## src/rtl/adder_pkg.sv

```systemverilog
// Shared constants and geometry helpers for the pipelined carry-select adder.
package adder_pkg;

  localparam int unsigned DEF_WIDTH  = 64;
  localparam int unsigned DEF_SEG    = 8;
  localparam int unsigned DEF_STAGES = 4;

  // Bits resolved per pipeline rank (W_S).
  function automatic int unsigned slice_width(input int unsigned width,
                                              input int unsigned stages);
    return width / stages;
  endfunction

  // Carry-select segments per rank (NSEG_S).
  function automatic int unsigned segs_per_slice(input int unsigned width,
                                                 input int unsigned seg,
                                                 input int unsigned stages);
    return width / (stages * seg);
  endfunction

  function automatic bit geometry_ok(input int unsigned width,
                                     input int unsigned seg,
                                     input int unsigned stages);
    return (stages >= 1) && (seg >= 1) && ((width % (stages * seg)) == 0);
  endfunction

endpackage

```

## src/rtl/pipe_csel_adder_if.sv

```systemverilog
// Valid/ready operand and result bus of the pipelined adder.
interface pipe_csel_adder_if
  import adder_pkg::*;
#(
  parameter int unsigned WIDTH = DEF_WIDTH
);
  logic             in_valid;
  logic             in_ready;
  logic [WIDTH-1:0] a;
  logic [WIDTH-1:0] b;
  logic             cin;
  logic             sub;
  logic             out_valid;
  logic             out_ready;
  logic [WIDTH-1:0] sum;
  logic             cout;
  logic             ovf;

  modport master (
    output in_valid, a, b, cin, sub, out_ready,
    input  in_ready, out_valid, sum, cout, ovf
  );

  modport slave (
    input  in_valid, a, b, cin, sub, out_ready,
    output in_ready, out_valid, sum, cout, ovf
  );
endinterface

```

## src/rtl/csel_segment.sv

```systemverilog
// Combinational carry-select segment: both carry-in cases precomputed, ci picks one.
module csel_segment #(
  parameter int unsigned SEG = 8
) (
  input  logic [SEG-1:0] a,
  input  logic [SEG-1:0] b,
  input  logic           ci,
  output logic [SEG-1:0] s,
  output logic           co
);
  logic [SEG:0] w_r0;
  logic [SEG:0] w_r1;

  assign w_r0     = {1'b0, a} + {1'b0, b};
  assign w_r1     = w_r0 + (SEG+1)'(1);
  assign {co, s}  = ci ? w_r1 : w_r0;
endmodule

```

## src/rtl/pipe_csel_adder.sv

```systemverilog
// Fully pipelined carry-select adder/subtractor: input rank, one carry slice per rank,
// registered result/carry/overflow, single global advance for flow control.
module pipe_csel_adder
  import adder_pkg::*;
#(
  parameter int unsigned WIDTH  = DEF_WIDTH,
  parameter int unsigned SEG    = DEF_SEG,
  parameter int unsigned STAGES = DEF_STAGES
) (
  input logic               clk,
  input logic               rst_n,
  pipe_csel_adder_if.slave  bus
);
  localparam int unsigned W_S    = slice_width(WIDTH, STAGES);
  localparam int unsigned NSEG_S = segs_per_slice(WIDTH, SEG, STAGES);

  if (!geometry_ok(WIDTH, SEG, STAGES)) begin : g_bad_geometry
    $error("pipe_csel_adder: WIDTH must be a multiple of STAGES*SEG and STAGES >= 1");
  end

  typedef struct packed {
    logic             valid;
    logic             sub;
    logic             carry;
    logic [WIDTH-1:0] a_op;
    logic [WIDTH-1:0] b_op;
    logic [WIDTH-1:0] sum_done;
  } rank_t;

  rank_t            r_rank [STAGES];
  logic             r_out_valid;
  logic [WIDTH-1:0] r_sum;
  logic             r_cout;
  logic             r_ovf;

  logic             w_adv;
  logic [W_S-1:0]   w_slice_sum [STAGES];
  logic             w_slice_co  [STAGES];
  logic [WIDTH-1:0] w_final_sum;
  logic             w_final_ovf;

  assign w_adv        = !r_out_valid || bus.out_ready;
  assign bus.in_ready = w_adv;

  // Rank g resolves bit slice g from the carry it holds.
  for (genvar g = 0; g < STAGES; g++) begin : g_slice
    for (genvar s = 0; s < NSEG_S; s++) begin : g_seg
      logic w_ci;
      logic w_co;
      if (s == 0) begin : g_first
        assign w_ci = r_rank[g].carry;
      end else begin : g_next
        assign w_ci = g_seg[s-1].w_co;
      end
      csel_segment #(.SEG(SEG)) u_seg (
        .a  (r_rank[g].a_op[g*W_S + s*SEG +: SEG]),
        .b  (r_rank[g].b_op[g*W_S + s*SEG +: SEG]),
        .ci (w_ci),
        .s  (w_slice_sum[g][s*SEG +: SEG]),
        .co (w_co)
      );
    end
    assign w_slice_co[g] = g_seg[NSEG_S-1].w_co;
  end

  always_comb begin
    w_final_sum = r_rank[STAGES-1].sum_done;
    w_final_sum[(STAGES-1)*W_S +: W_S] = w_slice_sum[STAGES-1];
    w_final_ovf = (r_rank[STAGES-1].a_op[WIDTH-1] == r_rank[STAGES-1].b_op[WIDTH-1]) &&
                  (w_final_sum[WIDTH-1] != r_rank[STAGES-1].a_op[WIDTH-1]);
  end

  // Every rank moves together on w_adv; output data is forced to zero for bubbles.
  always_ff @(posedge clk) begin
    if (!rst_n) begin
      for (int unsigned i = 0; i < STAGES; i++) begin
        r_rank[i] <= '0;
      end
      r_out_valid <= 1'b0;
      r_sum       <= '0;
      r_cout      <= 1'b0;
      r_ovf       <= 1'b0;
    end else if (w_adv) begin
      r_rank[0].valid    <= bus.in_valid;
      r_rank[0].sub      <= bus.sub;
      r_rank[0].carry    <= bus.sub ? ~bus.cin : bus.cin;
      r_rank[0].a_op     <= bus.a;
      r_rank[0].b_op     <= bus.sub ? ~bus.b : bus.b;
      r_rank[0].sum_done <= '0;
      for (int unsigned i = 1; i < STAGES; i++) begin
        r_rank[i]                                <= r_rank[i-1];
        r_rank[i].sum_done[(i-1)*W_S +: W_S]     <= w_slice_sum[i-1];
        r_rank[i].carry                          <= w_slice_co[i-1];
      end
      r_out_valid <= r_rank[STAGES-1].valid;
      if (r_rank[STAGES-1].valid) begin
        r_sum  <= w_final_sum;
        r_cout <= w_slice_co[STAGES-1];
        r_ovf  <= w_final_ovf;
      end else begin
        r_sum  <= '0;
        r_cout <= 1'b0;
        r_ovf  <= 1'b0;
      end
    end
  end

  assign bus.out_valid = r_out_valid;
  assign bus.sum       = r_sum;
  assign bus.cout      = r_cout;
  assign bus.ovf       = r_ovf;
endmodule
```

## src/flat_wrapper.sv

```systemverilog
// flat-port wrapper written by rule: the top's interface ports become plain ports
module pipe_csel_adder_flat import adder_pkg::*;
#(
  parameter int unsigned WIDTH  = DEF_WIDTH,
  parameter int unsigned SEG    = DEF_SEG,
  parameter int unsigned STAGES = DEF_STAGES
)
  (clk, rst_n, bus_in_valid, bus_a, bus_b, bus_cin, bus_sub, bus_out_ready, bus_in_ready, bus_out_valid, bus_sum, bus_cout, bus_ovf);
  pipe_csel_adder_if #(.WIDTH(WIDTH)) bus_i ();
  input logic clk;
  input logic rst_n;
  input wire logic [$bits(bus_i.in_valid)-1:0] bus_in_valid;
  input wire logic [$bits(bus_i.a)-1:0] bus_a;
  input wire logic [$bits(bus_i.b)-1:0] bus_b;
  input wire logic [$bits(bus_i.cin)-1:0] bus_cin;
  input wire logic [$bits(bus_i.sub)-1:0] bus_sub;
  input wire logic [$bits(bus_i.out_ready)-1:0] bus_out_ready;
  output wire logic [$bits(bus_i.in_ready)-1:0] bus_in_ready;
  output wire logic [$bits(bus_i.out_valid)-1:0] bus_out_valid;
  output wire logic [$bits(bus_i.sum)-1:0] bus_sum;
  output wire logic [$bits(bus_i.cout)-1:0] bus_cout;
  output wire logic [$bits(bus_i.ovf)-1:0] bus_ovf;
  assign bus_i.in_valid = bus_in_valid;
  assign bus_i.a = bus_a;
  assign bus_i.b = bus_b;
  assign bus_i.cin = bus_cin;
  assign bus_i.sub = bus_sub;
  assign bus_i.out_ready = bus_out_ready;
  assign bus_in_ready = bus_i.in_ready;
  assign bus_out_valid = bus_i.out_valid;
  assign bus_sum = bus_i.sum;
  assign bus_cout = bus_i.cout;
  assign bus_ovf = bus_i.ovf;
  pipe_csel_adder #(.WIDTH(WIDTH), .SEG(SEG), .STAGES(STAGES)) u_core (.clk(clk), .rst_n(rst_n), .bus(bus_i));
endmodule
```

## config.mk

```make
export PLATFORM = sky130hd
export DESIGN_NAME = pipe_csel_adder_flat
export DESIGN_NICKNAME = d
export VERILOG_FILES = /design/src/rtl/adder_pkg.sv /design/src/rtl/pipe_csel_adder_if.sv /design/src/rtl/csel_segment.sv /design/src/rtl/pipe_csel_adder.sv /design/src/flat_wrapper.sv
export SDC_FILE = /design/constraint.sdc
export NUM_CORES = 1
export LEC_CHECK = 0
export CAP_MARGIN = 15
export CORE_MARGIN = 4
export CORE_UTILIZATION = 30
export DETAILED_ROUTE_END_ITERATION = 8
export PLACE_DENSITY = 0.61
export SETUP_SLACK_MARGIN = 0.4
export SYNTH_ARGS = -nofsm -noshare
export SYNTH_HDL_FRONTEND = slang
export SYNTH_SLANG_ARGS = --single-unit
```

## constraint.sdc

```tcl
create_clock -name clk -period 10.7 [get_ports clk]
set_input_delay 1.605 -clock clk [delete_from_list [all_inputs] [get_ports clk]]
set_output_delay 1.605 -clock clk [all_outputs]
set_load 0.01 [all_outputs]
```

==> results.md <==
- Num CTS Buffers: 50
- Unrepaired setup endpoints after global routing: no
- Fin cells: 2886
- TritonRoute pass-1 iters: 5
- R2r worst-path depth: 14
- Clk sink count: around 500
- CP Launch Type: input port
- Vias/cell: around 4.6
- Buf/Inv on CP: 3
- Setup total negative slack: 0 ns
- Final Max Tran Viols: 0
- Synth warnings: 0
- Total gr overflow: 0
- Sequential share of the synthesized area: between 60% and 70%
- Leak Pwr: 0.0114 uW
- Layout cells sized above 1: 5.51%
- # fillers: between 6k and 7k
- Routed WL: 46800 um
- Initial antenna violation count: 7
- Synthesized net count: 1934
- Fin crit share: between 40% and 50%
- DP Wirelength: about 32000 um
- Slowest-stage cell, CP: clkdlybuf4s50_1
- Vias: approximately 13k
- Post-CTS Hold Buffers: 0
- Clock Skew: about 0.032 ns
- Chip width: 279 um
- CP dominant cell by count: clkdlybuf4s50_1
- Worst hold path class: flip-flop to flip-flop
- Maximum vdd drop: about 0.13 mV
- Crit-path leading delay family: buffers and inverters
- Core box area: about 0.073 mm2
- Setup-failing EPs final: 0
- Global Route Usage Sum: a little under an eighth
- Share of the synthesized area in the top cell type: about 58%
- Final hold viol count: 0
- Mean Syn Cell Area: around 13 um2
- Worst setup EP type: output port
- Post-CTS setup buffers: 0
- Synth top area cells: edfxtp_1, and3_1, dfxtp_1
- Vias in the first global route: between 10k and 15k
- Fin area: about 0.027 mm2
- Hold path cells: 1
- Req. time, crit path: slightly above 9 ns
- Unique masters post-synth: 61
- Rows: 99
- Number of DRC markers in iteration 0: between 900 and 1k
- WS Path Type: input port to output port
- CTS tree: done
- Num ports: 202
- Root buffer cell: clkbuf_16
- Later-pin clock latency in the skew report: just under 0.6 ns
- Tmin final: between 5 and 6 ns
- Mapped Area: 0.0220 mm2
- Nets: 2095
- Run status: finished clean
- First-pass GRT wire length: 72700 um
- Max Cap Viol: 0
- Crit path DAT: roughly 3.5 ns
- Cell Chain, Critical Path: clkdlybuf4s50_1 > nor2b_1 > inv_6 > clkdlybuf4s50_1
- Syn-to-layout area delta: 20.9%
- Die footprint: 0.0778 mm2
- Htree depth: 2
- Placed insts: 2787
- Largest stage delay, worst path: roughly 0.58 ns
- #FFs+latches synth: 491
- Clock slew at reported path FFs: ~0.06 ns
- Area taken by multi-input logic gates: roughly 0.0074 mm2
- Final Power: about 4200 uW
- Slew headroom: ~28%
- EDFF count, synth: approximately 420
- Async SR Flop Fraction: 0%
- Predominant post-synthesis flop cell: edfxtp_1
- Pin count of the biggest net entering global routing: ~210
- Dominant cell type by area after synthesis: edfxtp_1
- Max Fclk: 0.197 GHz
- RD Place Congestion: about 0.79
- Drt wl/cell: around 16 um
- Pwr/cell area: ~160 mW/mm2
- CTS max path bufs: 3
- Final ANT Viol Nets: 0
- CP Max Fanout: 71
- Port bufs: roughly 200
- Crit path depth: 4
- Post-cts gate resize count: 0
- Slew @ Worst Pin: 1.09 ns
- Initial Util: 30.2%
- Die height: roughly 280 um
- Area after DPL: ~0.025 mm2
- Gate Count Post-Synth: around 1.7k
- Storage element area: 0.0141 mm2
- Drt drc: 0
-- cell usage in the layout (no fill, tap or decap), types with 9 or more instances in the layout --
master,n
clkbuf_1,12
nor2_1,142
o31ai_1,9
nand2_1,57
clkbuf_16,51
xor2_1,27
nor2b_1,9
nor3_1,21
a22o_1,51
dfxtp_1,67
xnor2_1,116
clkdlybuf4s50_1,199
inv_1,40
and3_1,320
a21o_1,13
edfxtp_1,424
buf_4,12
mux2i_1,9
nand3_1,12
o21ai_0,43
or3_1,10
clkinv_1,9
o21a_1,13
ha_1,72
a21oi_1,50
-- per-stage QoR --
step	setup slack, ns	hold WS, ns	util (%)
6_report	5.61	0.431	36.5
5_1_grt	5.58	0.443	36.5
4_1_cts	5.64	0.439	36.5
3_5_place_dp	5.46	0.442	34.2
2_1_floorplan	1.17	0.436	-
3_3_place_gp	5.42	0.437	34.2
-- layer usage --
metal  GRT usage, %  share of wire (%)  vias up
li1               -                  -     6680
met1           15.5                 45     6311
met2           18.4                 46      272
met3           2.49                5.0       99
met4           5.07                4.0        4
met5              0              0.053        -
-- synth_stat cells (10+ instances only) --
cell        n
a22o_1     51
inv_1      42
ha_1       72
xnor2_1   116
xor2_1     27
a21oi_1    50
or3_1      10
dfxtp_1    67
a21o_1     13
edfxtp_1  424
o21ai_0    43
nor3_1     21
and3_1    321
clkbuf_1   97
nor2_1    142
nand2_1    58
nand3_1    12
o21a_1     13
-- path summary, 6_finish.rpt --
kind	startpoint	to	slack (ns)
worst max-delay path	bus_out_ready	bus_in_ready	5.61
worst min register to register	u_core.r_rank[3][41]	u_core.bus.sum[41]	0.43
worst min-delay path	u_core.r_rank[3][41]	u_core.bus.sum[41]	0.43
worst max register to register	u_core.r_rank[0][128]	u_core.r_rank[1][192]	6.81
-- flip-flops by register name, summed over array words and instances, names as in the netlist --
signal,count
u_core.bus.sum,64
u_core.bus.out_valid,1
u_core.bus.cout,1
u_core.r_rank,424
u_core.bus.ovf,1
-- report_power, final --
group,total (uW),switching [uW],internal (uW)
Clock,1720,722,993
Sequential,2200,28.4,2180
Combinational,307,157,150
-- cell families (layout without fill, tap and decap cells) --
| family | after synthesis | count (layout) | share of synthesized area [%] |
|---|---|---|---|
| AO/OA/AOI/OAI | 230 | 230 | 7.24 |
| buffers and inverters | 147 | 350 | 2.54 |
| flip-flops | 491 | 491 | 63.9 |
| multiplexers | 9 | 9 | 0.409 |
| adder cells (fa/ha/maj) | 80 | 80 | 4.82 |
| AND/OR/NAND/NOR | 620 | 620 | 15.4 |
| XOR/XNOR | 143 | 143 | 5.69 |
| other | 0 | 4 | 0 |
-- area by class of cell --
cell class | count | share of cell area (%)
clock buffer | 65 | 5.07
clock inverter | 29 | 1.07
multi-input combinational | 1082 | 27.8
antenna | 4 | 0.0376
timing repair buffer | 214 | 8.04
tap | 959 | 4.51
sequential | 491 | 52.9
inverter | 42 | 0.625
Power figures use the tool's default switching activity.
